[config.mk]
export PLATFORM = sky130hd
export DESIGN_NAME = rtype_issue
export DESIGN_NICKNAME = d
export VERILOG_FILES = /design/src/rtl/rtype_pkg.sv /design/src/rtl/rtype_fifo.sv /design/src/rtl/rtype_issue.sv
export SDC_FILE = /design/constraint.sdc
export NUM_CORES = 1
export LEC_CHECK = 0
export CAP_MARGIN = 15
export CORE_MARGIN = 4
export CORE_UTILIZATION = 36
export CTS_BUF_LIST = sky130_fd_sc_hd__clkbuf_8
export CTS_CLUSTER_SIZE = 28
export DETAILED_ROUTE_END_ITERATION = 6
export GPL_TIMING_DRIVEN = 0
export HOLD_SLACK_MARGIN = 0.03
export PLACE_DENSITY = 0.67
export SLEW_MARGIN = 0
export SYNTH_ARGS = -nofsm -noshare
export SYNTH_HDL_FRONTEND = slang
export SYNTH_SLANG_ARGS = --single-unit
[constraint.sdc]
create_clock -name clock -period 2.25 [get_ports clock]
set_clock_uncertainty 0.15 [all_clocks]
set_input_delay 0.45 -clock clock [delete_from_list [all_inputs] [get_ports clock]]
set_output_delay 0.45 -clock clock [all_outputs]
set_load 0.005 [all_outputs]
[src/rtl/rtype_pkg.sv]
// +--------------------------------------------------------------------+
// | rtype_pkg                                                          |
// | Op codes, funct constants, queue entry type and R-type encoder.    |
// | Rev 1.0                                                            |
// +--------------------------------------------------------------------+
`default_nettype none

package rtype_pkg;

  localparam logic [2:0] c_op_add = 3'd0;
  localparam logic [2:0] c_op_sub = 3'd1;
  localparam logic [2:0] c_op_and = 3'd2;
  localparam logic [2:0] c_op_or  = 3'd3;
  localparam logic [2:0] c_op_slt = 3'd4;

  localparam logic [5:0] c_funct_add = 6'h20;
  localparam logic [5:0] c_funct_sub = 6'h22;
  localparam logic [5:0] c_funct_and = 6'h24;
  localparam logic [5:0] c_funct_or  = 6'h25;
  localparam logic [5:0] c_funct_slt = 6'h2A;

  localparam logic [31:0] c_nop_word = 32'h0000_0000;
  localparam int          c_entry_w  = 18;

  typedef struct packed {
    logic [2:0] op;
    logic [4:0] rs;
    logic [4:0] rt;
    logic [4:0] rd;
  } entry_t;

  typedef struct packed {
    logic [31:0] word;
    logic        illegal;
  } enc_t;

  // Illegal ops encode to the NOP word so the datapath never sees garbage.
  function automatic enc_t encode_rtype(input logic [2:0] op, input logic [4:0] rs,
                                        input logic [4:0] rt, input logic [4:0] rd);
    enc_t       r;
    logic [5:0] funct;
    funct     = 6'h00;
    r.illegal = 1'b0;
    case (op)
      c_op_add: funct = c_funct_add;
      c_op_sub: funct = c_funct_sub;
      c_op_and: funct = c_funct_and;
      c_op_or:  funct = c_funct_or;
      c_op_slt: funct = c_funct_slt;
      default:  r.illegal = 1'b1;
    endcase
    r.word = r.illegal ? c_nop_word : {6'b000000, rs, rt, rd, 5'b00000, funct};
    return r;
  endfunction

endpackage

`default_nettype wire

[src/rtl/rtype_fifo.sv]
// +--------------------------------------------------------------------+
// | rtype_fifo                                                         |
// | DEPTH x WIDTH queue of decoded fields, async active-low reset.     |
// | Rev 1.0                                                            |
// +--------------------------------------------------------------------+
`default_nettype none

module rtype_fifo #(
  parameter int DEPTH = 4,
  parameter int WIDTH = 18
) (
  input  logic             clock,
  input  logic             rst,
  input  logic             push,
  input  logic [WIDTH-1:0] wdata,
  input  logic             pop,
  output logic [WIDTH-1:0] rdata,
  output logic             full,
  output logic             empty
);

  localparam int           c_aw  = $clog2(DEPTH);
  localparam logic [c_aw:0] c_one = 1;

  // One extra pointer bit distinguishes full from empty when the indices match.
  logic [WIDTH-1:0] r_mem [DEPTH];
  logic [c_aw:0]    r_wptr;
  logic [c_aw:0]    r_rptr;
  logic             w_do_push;
  logic             w_do_pop;

  assign empty     = (r_wptr == r_rptr);
  assign full      = (r_wptr[c_aw] != r_rptr[c_aw]) &&
                     (r_wptr[c_aw-1:0] == r_rptr[c_aw-1:0]);
  assign w_do_push = push & ~full;
  assign w_do_pop  = pop & ~empty;
  assign rdata     = r_mem[r_rptr[c_aw-1:0]];

  always_ff @(posedge clock or negedge rst) begin
    if (!rst) begin
      r_wptr <= '0;
      r_rptr <= '0;
    end else begin
      if (w_do_push) r_wptr <= r_wptr + c_one;
      if (w_do_pop)  r_rptr <= r_rptr + c_one;
    end
  end

  always_ff @(posedge clock) begin
    if (w_do_push) r_mem[r_wptr[c_aw-1:0]] <= wdata;
  end

endmodule

`default_nettype wire

[src/rtl/rtype_issue.sv]
// +--------------------------------------------------------------------+
// | rtype_issue                                                        |
// | Queues R-type fields, encodes and issues one word per clock with   |
// | RAW-hazard bubbles. Define RTYPE_FWD_EN to drop hazard detection.  |
// | Rev 1.0                                                            |
// +--------------------------------------------------------------------+
`default_nettype none

module rtype_issue
  import rtype_pkg::*;
#(
  parameter int DEPTH  = 4,
  parameter int WB_LAT = 1
) (
  input  logic        clock,
  input  logic        rst,
  input  logic        enable,
  input  logic        in_valid,
  output logic        in_ready,
  input  logic [2:0]  in_op,
  input  logic [4:0]  in_rs,
  input  logic [4:0]  in_rt,
  input  logic [4:0]  in_rd,
  output logic [31:0] instr,
  output logic        issue,
  output logic        empty,
  output logic        full,
  output logic [15:0] stall_cnt,
  output logic        err
);

  typedef enum logic [1:0] {
    S_IDLE  = 2'd0,
    S_RUN   = 2'd1,
    S_STALL = 2'd2
  } state_t;

  state_t      r_state;
  state_t      w_state_nxt;
  entry_t      w_in;
  entry_t      w_head;
  enc_t        w_enc;
  logic        w_pop;
  logic        w_hazard;
  logic [31:0] r_instr;
  logic        r_issue;
  logic        r_err;

  assign w_in = {in_op, in_rs, in_rt, in_rd};

  rtype_fifo #(
    .DEPTH (DEPTH),
    .WIDTH (c_entry_w)
  ) u_fifo (
    .clock (clock),
    .rst   (rst),
    .push  (in_valid),
    .wdata (w_in),
    .pop   (w_pop),
    .rdata (w_head),
    .full  (full),
    .empty (empty)
  );

  assign in_ready = ~full;
  assign w_enc    = encode_rtype(w_head.op, w_head.rs, w_head.rt, w_head.rd);

`ifdef RTYPE_FWD_EN
  assign w_hazard  = 1'b0;
  assign stall_cnt = 16'h0000;
`else
  logic [4:0]  r_sb [WB_LAT];
  logic [4:0]  w_sb_in;
  logic [15:0] r_stall_cnt;

  always_comb begin
    w_hazard = 1'b0;
    for (int i = 0; i < WB_LAT; i++) begin
      if ((r_sb[i] != 5'd0) && ((r_sb[i] == w_head.rs) || (r_sb[i] == w_head.rt)))
        w_hazard = 1'b1;
    end
  end

  // Only real issued instructions occupy the scoreboard; bubbles and NOPs age it with rd=0.
  assign w_sb_in = (w_pop && !w_enc.illegal) ? w_head.rd : 5'd0;

  always_ff @(posedge clock or negedge rst) begin
    if (!rst) begin
      for (int i = 0; i < WB_LAT; i++) r_sb[i] <= 5'd0;
      r_stall_cnt <= 16'h0000;
    end else begin
      r_sb[0] <= w_sb_in;
      for (int i = 1; i < WB_LAT; i++) r_sb[i] <= r_sb[i-1];
      if ((w_state_nxt == S_STALL) && (r_stall_cnt != 16'hFFFF))
        r_stall_cnt <= r_stall_cnt + 16'd1;
    end
  end

  assign stall_cnt = r_stall_cnt;
`endif

  // Every state makes the same dispatch decision on each edge, so a word pushed into an
  // empty queue issues on the very edge that moves IDLE to RUN.
  always_comb begin
    w_state_nxt = r_state;
    w_pop       = 1'b0;
    if (!enable || empty) begin
      w_state_nxt = S_IDLE;
    end else if (w_hazard) begin
      w_state_nxt = S_STALL;
    end else begin
      w_state_nxt = S_RUN;
      w_pop       = 1'b1;
    end
  end

  always_ff @(posedge clock or negedge rst) begin
    if (!rst) begin
      r_state <= S_IDLE;
      r_instr <= c_nop_word;
      r_issue <= 1'b0;
      r_err   <= 1'b0;
    end else begin
      r_state <= w_state_nxt;
      r_instr <= w_pop ? w_enc.word : c_nop_word;
      r_issue <= w_pop;
      if (w_pop && w_enc.illegal) r_err <= 1'b1;
    end
  end

  assign instr = r_instr;
  assign issue = r_issue;
  assign err   = r_err;

endmodule

`default_nettype wire
==> results by group, run 1 <==
Outcome
  – Status: finished, violations left
  – Failing checks: setup timing

Die
  – Die Span X: 124 um
  – Die Y: 124 um
  – Core Rows: 42
  – Initial core utilization: 0.367
  – Die area: 0.0154 sq mm
  – Core area: 0.0132 sq mm
  – IO Pins: 75

Pwr
  – VDD IR max: 0.517 mV
  – PD cells: 1250 mW/mm^2
  – LEAKAGE: 2.66 nW

Cells and area
  – Non-filler instance count after layout: 598
  – Ant. Diodes: 0
  – Share of layout cells above drive strength 1: 0.322
  – Area delta synth->final: 36.1%
  – Nets: 437
  – Fill cells: 1103

Worst setup path
  – Critical R2R Launch: u_fifo.r_rptr[0]
  – Crit-path cells: buf_12, mux4_2, xnor2_1, nand3_1, o32ai_4, nand3_2, buf_6, mux2_4
  – Largest stage delay on the critical path: 0.55 ns
  – Crit path capture type: flop
  – Slowest CP cell: mux4_2
  – CP Data Arrival Time: 2.79 ns
  – Reg2reg setup slack: -0.39 ns
  – Nature of the critical path startpoint: flop
  – Required @ worst endpoint: 2.41 ns
  – Reg2reg end: stall_cnt[1]
  – Critical path class: reg2reg
  – Critical path fanouts, max: 10
  – R2R depth: 8

Route
  – Iter 0 DRT Violations: 177
  – Drt drc: 0
  – ANT nets after route: 0
  – Via density per instance: 4.65
  – DR WL/cell: 16.1 um
  – Vias: 2783
  – Pre-antenna DRT Iters: 4
  – Wirelength, routed: 9.60 mm

Global routing
  – GR Util All Layers: 0.132
  – Initial antenna violation count: 0
  – Pin count of the biggest net entering global routing: 30
  – Vias in the first global route: 2813
  – Overflow left after global routing: 0
  – First-pass GRT wire length: 14.8 mm

Yosys
  – Mapped Area: 0.00484 sq mm
  – Async set-reset flop share out of synthesis: 0.405
  – Post-synth EDFFs: 72
  – Synth top cells by count: edfxtp_1 (72), dfrtp_1 (49), and3_1 (29), mux4_2 (18), xnor2_1 (17)
  – Yosys cell types: 33
  – Ys flop type: edfxtp_1
  – Sequential share of the synthesized area: 0.699
  – Ranking of synthesized cells by area: edfxtp_1 (45%), dfrtp_1 (25%), mux4_2 (8.4%), and3_1 (3.7%), xnor2_1 (3.1%)
  – Yosys warns: 0
  – Area share of the largest cell type after synthesis: 0.446
  – Largest area contributor in the netlist: edfxtp_1
  – Cell with the most instances after synthesis: edfxtp_1
  – Syn Area/Cell: 16.3 sq um
  – Synth Instances: 297
  – Synth Register Bits: 121

CTS
  – Root buffer cell: clkbuf_8
  – Clk slew on worst S/H paths: 0.07 ns
  – Inserted Clock Buffers: 17
  – # clock sinks: 121
  – Longest Clk Path Bufs: 2
  – H-tree depth reported by CTS: 4
  – Worst skew pair latency: 0.42 ns
  – CTS tree: done

Placed design
  – Placed cells: 547
  – GP Congestion: 0.799
  – HPWL Detailed: 6.28 mm
  – IO buf count: 62

STA
  – Final count of pins violating max slew: 0
  – FMAX: 379 MHz
  – Unrepaired setup endpoints after global routing: yes
  – Measured slew at the worst slew-check pin: 0.494 ns
  – Hold Vio Cnt, Final: 0
  – Crit path time final: 2.64 ns
  – Slew Limit Headroom: 0.667
  – Worst Setup Slack, final: -0.385 ns
  – Tcrit/Tclk final: 1.17
  – Setup TNS: -13.72 ns
  – Setup violators final: 46

Hold path
  – Hold path startpoint: err
  – Hold endpoint: err
  – Hold path depth: 1
  – HP Class: reg2reg

Run
  – Max-Cap Viols: 0
==> how the worst max path moves through the flow <==
stage	slack, ns	endpoint	depth (start not counted)	from
finish	-0.39	stall_cnt[1]	8	u_fifo.r_rptr[0]
global route	-0.48	stall_cnt[1]	8	u_fifo.r_rptr[0]
global placement	-0.78	instr[17]	1	rst
detailed placement	-0.62	u_fifo.r_mem[3][5]	5	u_fifo.r_rptr[1]
floorplan	-0.16	stall_cnt[1]	8	u_fifo.r_rptr[0]
CTS	-0.35	stall_cnt[1]	8	u_fifo.r_rptr[0]
==> cell usage in the layout (no fill, tap or decap), drive strengths merged, types with 3 or more instances in the layout <==
cell type,instances
ha,6
edfxtp,72
clkdlybuf4s50,58
nand2,11
and2,3
nor2,13
nor3,4
xnor2,17
xor2,15
mux4,18
inv,9
a21oi,3
o21ai,3
and3,29
clkbuf,18
conb,12
clkinv,8
nand3,15
dfrtp,49
buf,44
==> flip-flops by register name (all words and copies together) (netlist names) <==
| signal | count |
|---|---|
| issue | 1 |
| u_fifo.r_rptr | 3 |
| stall_cnt | 16 |
| err | 1 |
| u_fifo.r_mem | 72 |
| instr | 20 |
| r_sb | 5 |
| u_fifo.r_wptr | 3 |
==> kinds of logic after synthesis <==
kind of cell,synth area share
other,0.000774
xor gates and xnor gates,0.0579
buffers and inverters,0.0343
muxes,0.0891
adders and majority gates,0.0155
and+or+nand+nor,0.0919
AOI/OAI and AO/OA,0.0111
DFF,0.699
==> critical path, delay by kind of cell (launching register included) <==
| family | cells | cell delay [ns] |
|---|---|---|
| AOI/OAI and AO/OA | 1 | 0.30 |
| xor gates and xnor gates | 1 | 0.19 |
| buffers and inverters | 2 | 0.32 |
| DFF | 1 | 0.40 |
| muxes | 2 | 0.84 |
| and+or+nand+nor | 2 | 0.31 |
==> where the power goes <==
group | leakage (nW) | internal (mW) | total (mW) | switching [mW]
Clock | 0.199 | 0.944 | 1.73 | 0.788
Combinational | 1.15 | 1.84 | 3.36 | 1.52
Sequential | 1.31 | 2.90 | 3.13 | 0.232
Total | 2.66 | 5.68 | 8.22 | 2.54
==> layout make-up <==
type	count	area, sq um	share of cell area
well taps	176	220	0.0334
plain buffers	21	195	0.0296
flip-flops and latches	121	3390	0.514
repair buffers	83	830	0.126
clock inverters	15	120	0.0182
multi-input cells	160	1590	0.241
clock buffers	17	234	0.0355
inverters	5	18.8	0.00285
==> repair_timing <==
action | 4_1_cts | 5_1_grt
endpoints found under the setup margin | 122 | 48
cloned | 2 | 0
hold buffers | 1 | 0
setup buffers | 14 | 3
gates resized for setup | 55 | 32
endpoints found under the hold margin | 20 | 0
pin swaps | 9 | 6
==> routing by layer <==
layer / part of all wire / GRT usage / vias to the layer above
met3: 0.060 / 0.0386 / 13
met5: 0 / 0 / -
met4: 0.010 / 0.0637 / 0
met1: 0.40 / 0.152 / 1403
li1: - / - / 1288
met2: 0.53 / 0.225 / 79
==> stage by stage <==
step	util	power, mW	worst slack [ns]	cell area, sq um	hold WS, ns
2_1_floorplan	-	4.72	-0.163	4910	0.00441
3_3_place_gp	0.436	5.55	-0.780	5750	0.292
3_5_place_dp	0.437	5.63	-0.618	5770	0.289
4_1_cts	0.491	8.07	-0.354	6480	0.322
5_1_grt	0.500	8.68	-0.477	6590	0.346
6_report	0.500	8.22	-0.385	6590	0.313
No activity file was read; power rests on OpenSTA's default activity.
==> inputs of run 2 (changes only) <==
--- a/config.mk
+++ b/config.mk
@@ -14,6 +14,7 @@
 export GPL_TIMING_DRIVEN = 0
 export HOLD_SLACK_MARGIN = 0.03
 export PLACE_DENSITY = 0.67
+export SKIP_LAST_GASP = 1
 export SLEW_MARGIN = 0
 export SYNTH_ARGS = -nofsm -noshare
 export SYNTH_HDL_FRONTEND = slang
==> results by group, run 2 (same netlist as run 1, synthesis figures left out) <==
Die
  – Initial core utilization: 0.367
  – IO Pins: 75
  – Die area: 0.0154 sq mm
  – Die Span X: 124 um
  – Core area: 0.0132 sq mm
  – Core Rows: 42
  – Die Y: 124 um

Cells and area
  – Commonest non-fill, non-tap cells in the layout: edfxtp_1 (72), clkdlybuf4s50_1 (58), dfrtp_1 (49)
  – Nets: 438
  – Final Core Density: 0.500
  – Fill cells: 1103
  – Ant. Diodes: 0
  – Share of layout cells above drive strength 1: 0.322
  – Max FFs per register: 72
  – FF/Latch Area: 0.00339 sq mm
  – Area delta synth->final: 36.1%
  – Area of the multi-input gates: 0.00157 sq mm
  – Non-filler instance count after layout: 599
  – Most common cell after layout, fill and taps aside: edfxtp_1

Placed design
  – HPWL Detailed: 6.28 mm
  – IO buf count: 62
  – GP Congestion: 0.799
  – Placed cells: 547

Worst setup path
  – Critical R2R Launch: u_fifo.r_rptr[0]
  – Nature of the critical path startpoint: flop
  – Critical path fanouts, max: 10
  – Crit path capture type: flop
  – Required @ worst endpoint: 2.41 ns
  – R2R depth: 8
  – Reg2reg end: stall_cnt[1]
  – Reg2reg setup slack: -0.38 ns
  – Critical path class: reg2reg
  – CP Data Arrival Time: 2.79 ns

Global routing
  – GR Util All Layers: 0.132
  – Vias in the first global route: 2813
  – Pin count of the biggest net entering global routing: 30
  – Initial antenna violation count: 0
  – First-pass GRT wire length: 14.8 mm
  – Overflow left after global routing: 0

CTS
  – Inserted Clock Buffers: 17
  – # clock sinks: 121
  – Longest Clk Path Bufs: 2
  – Root buffer cell: clkbuf_8
  – H-tree depth reported by CTS: 4
  – Clk slew on worst S/H paths: 0.07 ns
  – CTS tree: done
  – Worst skew pair latency: 0.42 ns

Pwr
  – PD cells: 1250 mW/mm^2
  – VDD IR max: 0.517 mV
  – LEAKAGE: 2.68 nW
  – Total Power: 8.23 mW

Route
  – Wirelength, routed: 9.59 mm
  – Drt drc: 0
  – Pre-antenna DRT Iters: 4
  – Iter 0 DRT Violations: 170
  – Vias: 2793
  – ANT nets after route: 0
  – DR WL/cell: 16.0 um
  – Via density per instance: 4.66

Run
  – Max-Cap Viols: 0

STA
  – Setup violators final: 47
  – Worst Setup Slack, final: -0.378 ns
  – Setup TNS: -13.34 ns
  – Hold_ws: 0.313 ns
  – Crit path time final: 2.63 ns
  – Hold Vio Cnt, Final: 0
  – Tcrit/Tclk final: 1.17
  – Measured slew at the worst slew-check pin: 0.526 ns
  – Final count of pins violating max slew: 0
  – Unrepaired setup endpoints after global routing: yes
  – Slew Limit Headroom: 0.650
  – FMAX: 381 MHz

Hold path
  – Hold endpoint: err
  – Hold path depth: 1
  – HP Class: reg2reg
  – Hold path startpoint: err

Outcome
  – Status: finished, violations left
  – Failing checks: setup timing
-- run 2: changes by cell type in the layout (fill, tap and decap cells not counted), sizes merged --
cell and change:
buf -1, clkbuf +1, dlymetal6s2s +1
-- run 2: critical path, cell delays in order, from the launching register on --
cell,delay (ns)
dfrtp_1,0.40
buf_12,0.14
mux4_2,0.55
xnor2_1,0.19
nand3_1,0.15
o32ai_4,0.30
nand3_2,0.16
buf_6,0.18
mux2_4,0.29
-- run 2: timing repair --
action / in CTS / in global routing
buffers inserted: 14 / 4
pin swaps: 9 / 7
hold buffers: 1 / 0
hold endpoints to repair: 20 / 0
setup endpoints to repair: 122 / 48
resized for setup: 52 / 28
gates cloned: 2 / 0
-- run 2: metrics by stage --
step | setup WS (ns) | cell area, sq um
2_1_floorplan | -0.163 | 4910
3_3_place_gp | -0.780 | 5750
3_5_place_dp | -0.618 | 5770
4_1_cts | -0.354 | 6480
5_1_grt | -0.477 | 6600
6_report | -0.378 | 6600
-- run 2: power breakdown --
part	leakage [nW]	total, mW	internal (mW)	switching [mW]
clock	0.199	1.73	0.945	0.788
combinational	1.17	3.36	1.85	1.51
sequential	1.31	3.13	2.90	0.231
total	2.68	8.23	5.70	2.53
-- run 2: layout make-up --
type,instances,area share
sequential,121,0.514
multi-input combinational,160,0.239
timing repair buffer,84,0.128
clock buffer,17,0.0355
tap,176,0.0334
buffer,21,0.0296
clock inverter,15,0.0182
inverter,5,0.00285
-- run 2: metal layers --
metal	wire [um]	up-vias	global-route usage
met5	0	-	0
met4	97	0	0.0637
met3	618	11	0.0386
met2	5040	81	0.225
met1	3830	1412	0.152
li1	-	1289	-
-- run 2: how the worst max path moves through the flow --
| stage | from | end | slack (ns) | cells past startpoint |
|---|---|---|---|---|
| global placement | rst | instr[17] | -0.78 | 1 |
| detailed placement | u_fifo.r_rptr[1] | u_fifo.r_mem[3][5] | -0.62 | 5 |
| finish | u_fifo.r_rptr[0] | stall_cnt[1] | -0.38 | 8 |
| CTS | u_fifo.r_rptr[0] | stall_cnt[1] | -0.35 | 8 |
| global route | u_fifo.r_rptr[0] | stall_cnt[1] | -0.48 | 8 |
| floorplan | u_fifo.r_rptr[0] | stall_cnt[1] | -0.16 | 8 |
==> inputs of run 3 (changes only) <==
--- a/config.mk
+++ b/config.mk
@@ -5,6 +5,7 @@
 export SDC_FILE = /design/constraint.sdc
 export NUM_CORES = 1
 export LEC_CHECK = 0
+export ABC_AREA = 1
 export CAP_MARGIN = 15
 export CORE_MARGIN = 4
 export CORE_UTILIZATION = 36
@@ -15,7 +16,6 @@
 export HOLD_SLACK_MARGIN = 0.03
 export PLACE_DENSITY = 0.67
 export SKIP_LAST_GASP = 1
-export SLEW_MARGIN = 0
 export SYNTH_ARGS = -nofsm -noshare
 export SYNTH_HDL_FRONTEND = slang
 export SYNTH_SLANG_ARGS = --single-unit
==> results by group, run 3 <==
STA
  – Worst Setup Slack, final: -0.0623 ns
  – Hold Vio Cnt, Final: 0
  – Unrepaired setup endpoints after global routing: yes
  – Setup TNS: -0.569 ns
  – Crit path time final: 2.31 ns
  – FMAX: 432 MHz
  – Hold_ws: 0.327 ns
  – Setup violators final: 19
  – Tcrit/Tclk final: 1.03
  – Final count of pins violating max slew: 0

Worst setup path
  – Crit path capture type: output port
  – Family with the most delay on the worst path: buffers and inverters
  – CP Data Arrival Time: 1.71 ns
  – Crit-path cells: inv_2, buf_6, buf_8, nand2_2, nand4_1, nor2_1, inv_1, buf_2
  – Critical path fanouts, max: 4
  – Slowest CP cell: dfrtp_2
  – Nature of the critical path startpoint: flop
  – Required @ worst endpoint: 1.65 ns
  – Largest stage delay on the critical path: 0.42 ns
  – WP buf/inv: 5
  – Reg2reg setup slack: -0.04 ns
  – Critical path class: reg2out

Yosys
  – Ranking of synthesized cells by area: edfxtp_1 (42%), dfrtp_1 (24%), nand2_1 (12%), nand3_1 (3.1%), nor3_1 (2.8%)
  – Area share of the largest cell type after synthesis: 0.418
  – Sequential share of the synthesized area: 0.655
  – Synth Register Bits: 121
  – Cell with the most instances after synthesis: nand2_1
  – Yosys cell types: 27
  – Async set-reset flop share out of synthesis: 0.405
  – Synth Instances: 487
  – Synth top cells by count: nand2_1 (166), edfxtp_1 (72), dfrtp_1 (49), nand3_1 (32), nor3_1 (29)
  – Post-synth EDFFs: 72
  – Mapped Area: 0.00517 sq mm
  – Syn Area/Cell: 10.6 sq um
  – Ys flop type: edfxtp_1
  – Yosys warns: 0
  – Largest area contributor in the netlist: edfxtp_1

Route
  – Pre-antenna DRT Iters: 5
  – ANT nets after route: 0
  – Drt drc: 0
  – DR WL/cell: 14.9 um
  – Iter 0 DRT Violations: 273
  – Via density per instance: 4.82
  – Vias: 3845
  – Wirelength, routed: 11.9 mm

Pwr
  – VDD IR max: 0.596 mV
  – PD cells: 1230 mW/mm^2
  – LEAKAGE: 2.90 nW

Global routing
  – Overflow left after global routing: 0
  – First-pass GRT wire length: 18.7 mm
  – Vias in the first global route: 3742
  – GR Util All Layers: 0.149
  – Pin count of the biggest net entering global routing: 36
  – Initial antenna violation count: 0

CTS
  – Longest Clk Path Bufs: 2
  – CTS tree: done
  – Inserted Clock Buffers: 17
  – Root buffer cell: clkbuf_8
  – # clock sinks: 121
  – Clk slew on worst S/H paths: 0.07 ns
  – H-tree depth reported by CTS: 4
  – Worst skew pair latency: 0.43 ns

Cells and area
  – Share of layout cells above drive strength 1: 0.196
  – Fill cells: 1227
  – Final Cell Area: 0.00691 sq mm
  – Final Core Density: 0.494
  – Area delta synth->final: 33.5%
  – Commonest non-fill, non-tap cells in the layout: nand2_1 (160), edfxtp_1 (72), clkdlybuf4s50_1 (58)
  – Most common cell after layout, fill and taps aside: nand2_1
  – Ant. Diodes: 0
  – Nets: 632
  – Max FFs per register: 72
  – Non-filler instance count after layout: 797

Die
  – Initial core utilization: 0.370
  – Core area: 0.0140 sq mm
  – Die Y: 128 um
  – Die area: 0.0163 sq mm
  – IO Pins: 75
  – Die Span X: 128 um
  – Core Rows: 43

Placed design
  – IO buf count: 62
  – GP Congestion: 0.812
  – Placed cells: 745
  – HPWL Detailed: 8.08 mm
  – Cell Area, Placed: 0.00614 sq mm

Outcome
  – Status: finished, violations left
  – Failing checks: setup timing

Run
  – Max-Cap Viols: 0

Hold path
  – HP Class: in2async
run 3: cell types whose count changed after synthesis, sizes merged, moves of 18 or more:
cell	previous run	this run
and3	29	0
inv	5	29
mux4	18	0
nand2	11	168
nand3	15	33
nor3	4	29
run 3: metrics by stage:
stage          power (mW)  worst slack [ns]
2_1_floorplan        4.86            -0.281
3_3_place_gp         5.85             -1.35
3_5_place_dp         6.01            -0.637
4_1_cts              8.22            -0.117
5_1_grt              8.99            -0.196
6_report             8.47           -0.0623
run 3: layout make-up:
| class | count | area [sq um] | area share |
|---|---|---|---|
| Clock inverter | 14 | 131 | 0.0190 |
| Sequential cell | 121 | 3390 | 0.491 |
| Buffer | 29 | 259 | 0.0375 |
| Multi-Input combinational cell | 318 | 1680 | 0.243 |
| Clock buffer | 18 | 248 | 0.0359 |
| Timing Repair Buffer | 88 | 865 | 0.125 |
| Inverter | 29 | 111 | 0.0161 |
| Tap cell | 180 | 225 | 0.0326 |
run 3: logic make-up after synthesis:
family          share of synthesized area
buf+inv                            0.0588
flops                               0.655
other cells                      0.000725
compound gates                     0.0319
simple gates                        0.210
fa+ha+maj                          0.0145
xor+xnor                           0.0288
run 3: worst reg2reg max path, delay by kind of cell, from the launching register on:
family	cells	cell delay (ns)
AND/OR/NAND/NOR	8	0.67
XOR/XNOR	1	0.17
buffers and inverters	6	0.73
flip-flops	1	0.45
run 3: per-layer routing:
layer,up-vias,GRT usage,routed length [um]
li1,1833,-,-
met1,1842,0.180,4850
met2,147,0.254,6040
met3,23,0.0388,736
met4,0,0.0618,242
met5,-,0,0
run 3: timing repair:
| action | CTS | global route |
|---|---|---|
| hold endpoints to repair | 14 | 0 |
| setup endpoints to repair | 116 | 121 |
| cloned | 2 | 0 |
| setup buffers | 15 | 3 |
| hold buffers | 1 | 0 |
| pin swaps | 10 | 4 |
| resized for setup | 48 | 23 |
run 3: worst paths after layout:
path | startpoint | end | cells past startpoint
setup / recovery | u_fifo.r_rptr[0] | in_ready | 8
hold / removal | rst | stall_cnt[0] | 2
setup reg to reg | u_fifo.r_rptr[0] | stall_cnt[5] | 15
hold reg to reg | u_fifo.r_wptr[2] | u_fifo.r_wptr[2] | 1
max in group asynchronous | rst | u_fifo.r_rptr[0] | 3
min in group clock | u_fifo.r_wptr[2] | u_fifo.r_wptr[2] | 1
run 3: power by group:
group | internal [mW] | switching [mW] | total (mW) | leakage (nW)
Sequential | 2.87 | 0.208 | 3.08 | 1.31
Clock | 0.996 | 0.845 | 1.84 | 0.191
Combinational | 1.45 | 2.10 | 3.55 | 1.40
Total | 5.32 | 3.16 | 8.47 | 2.90
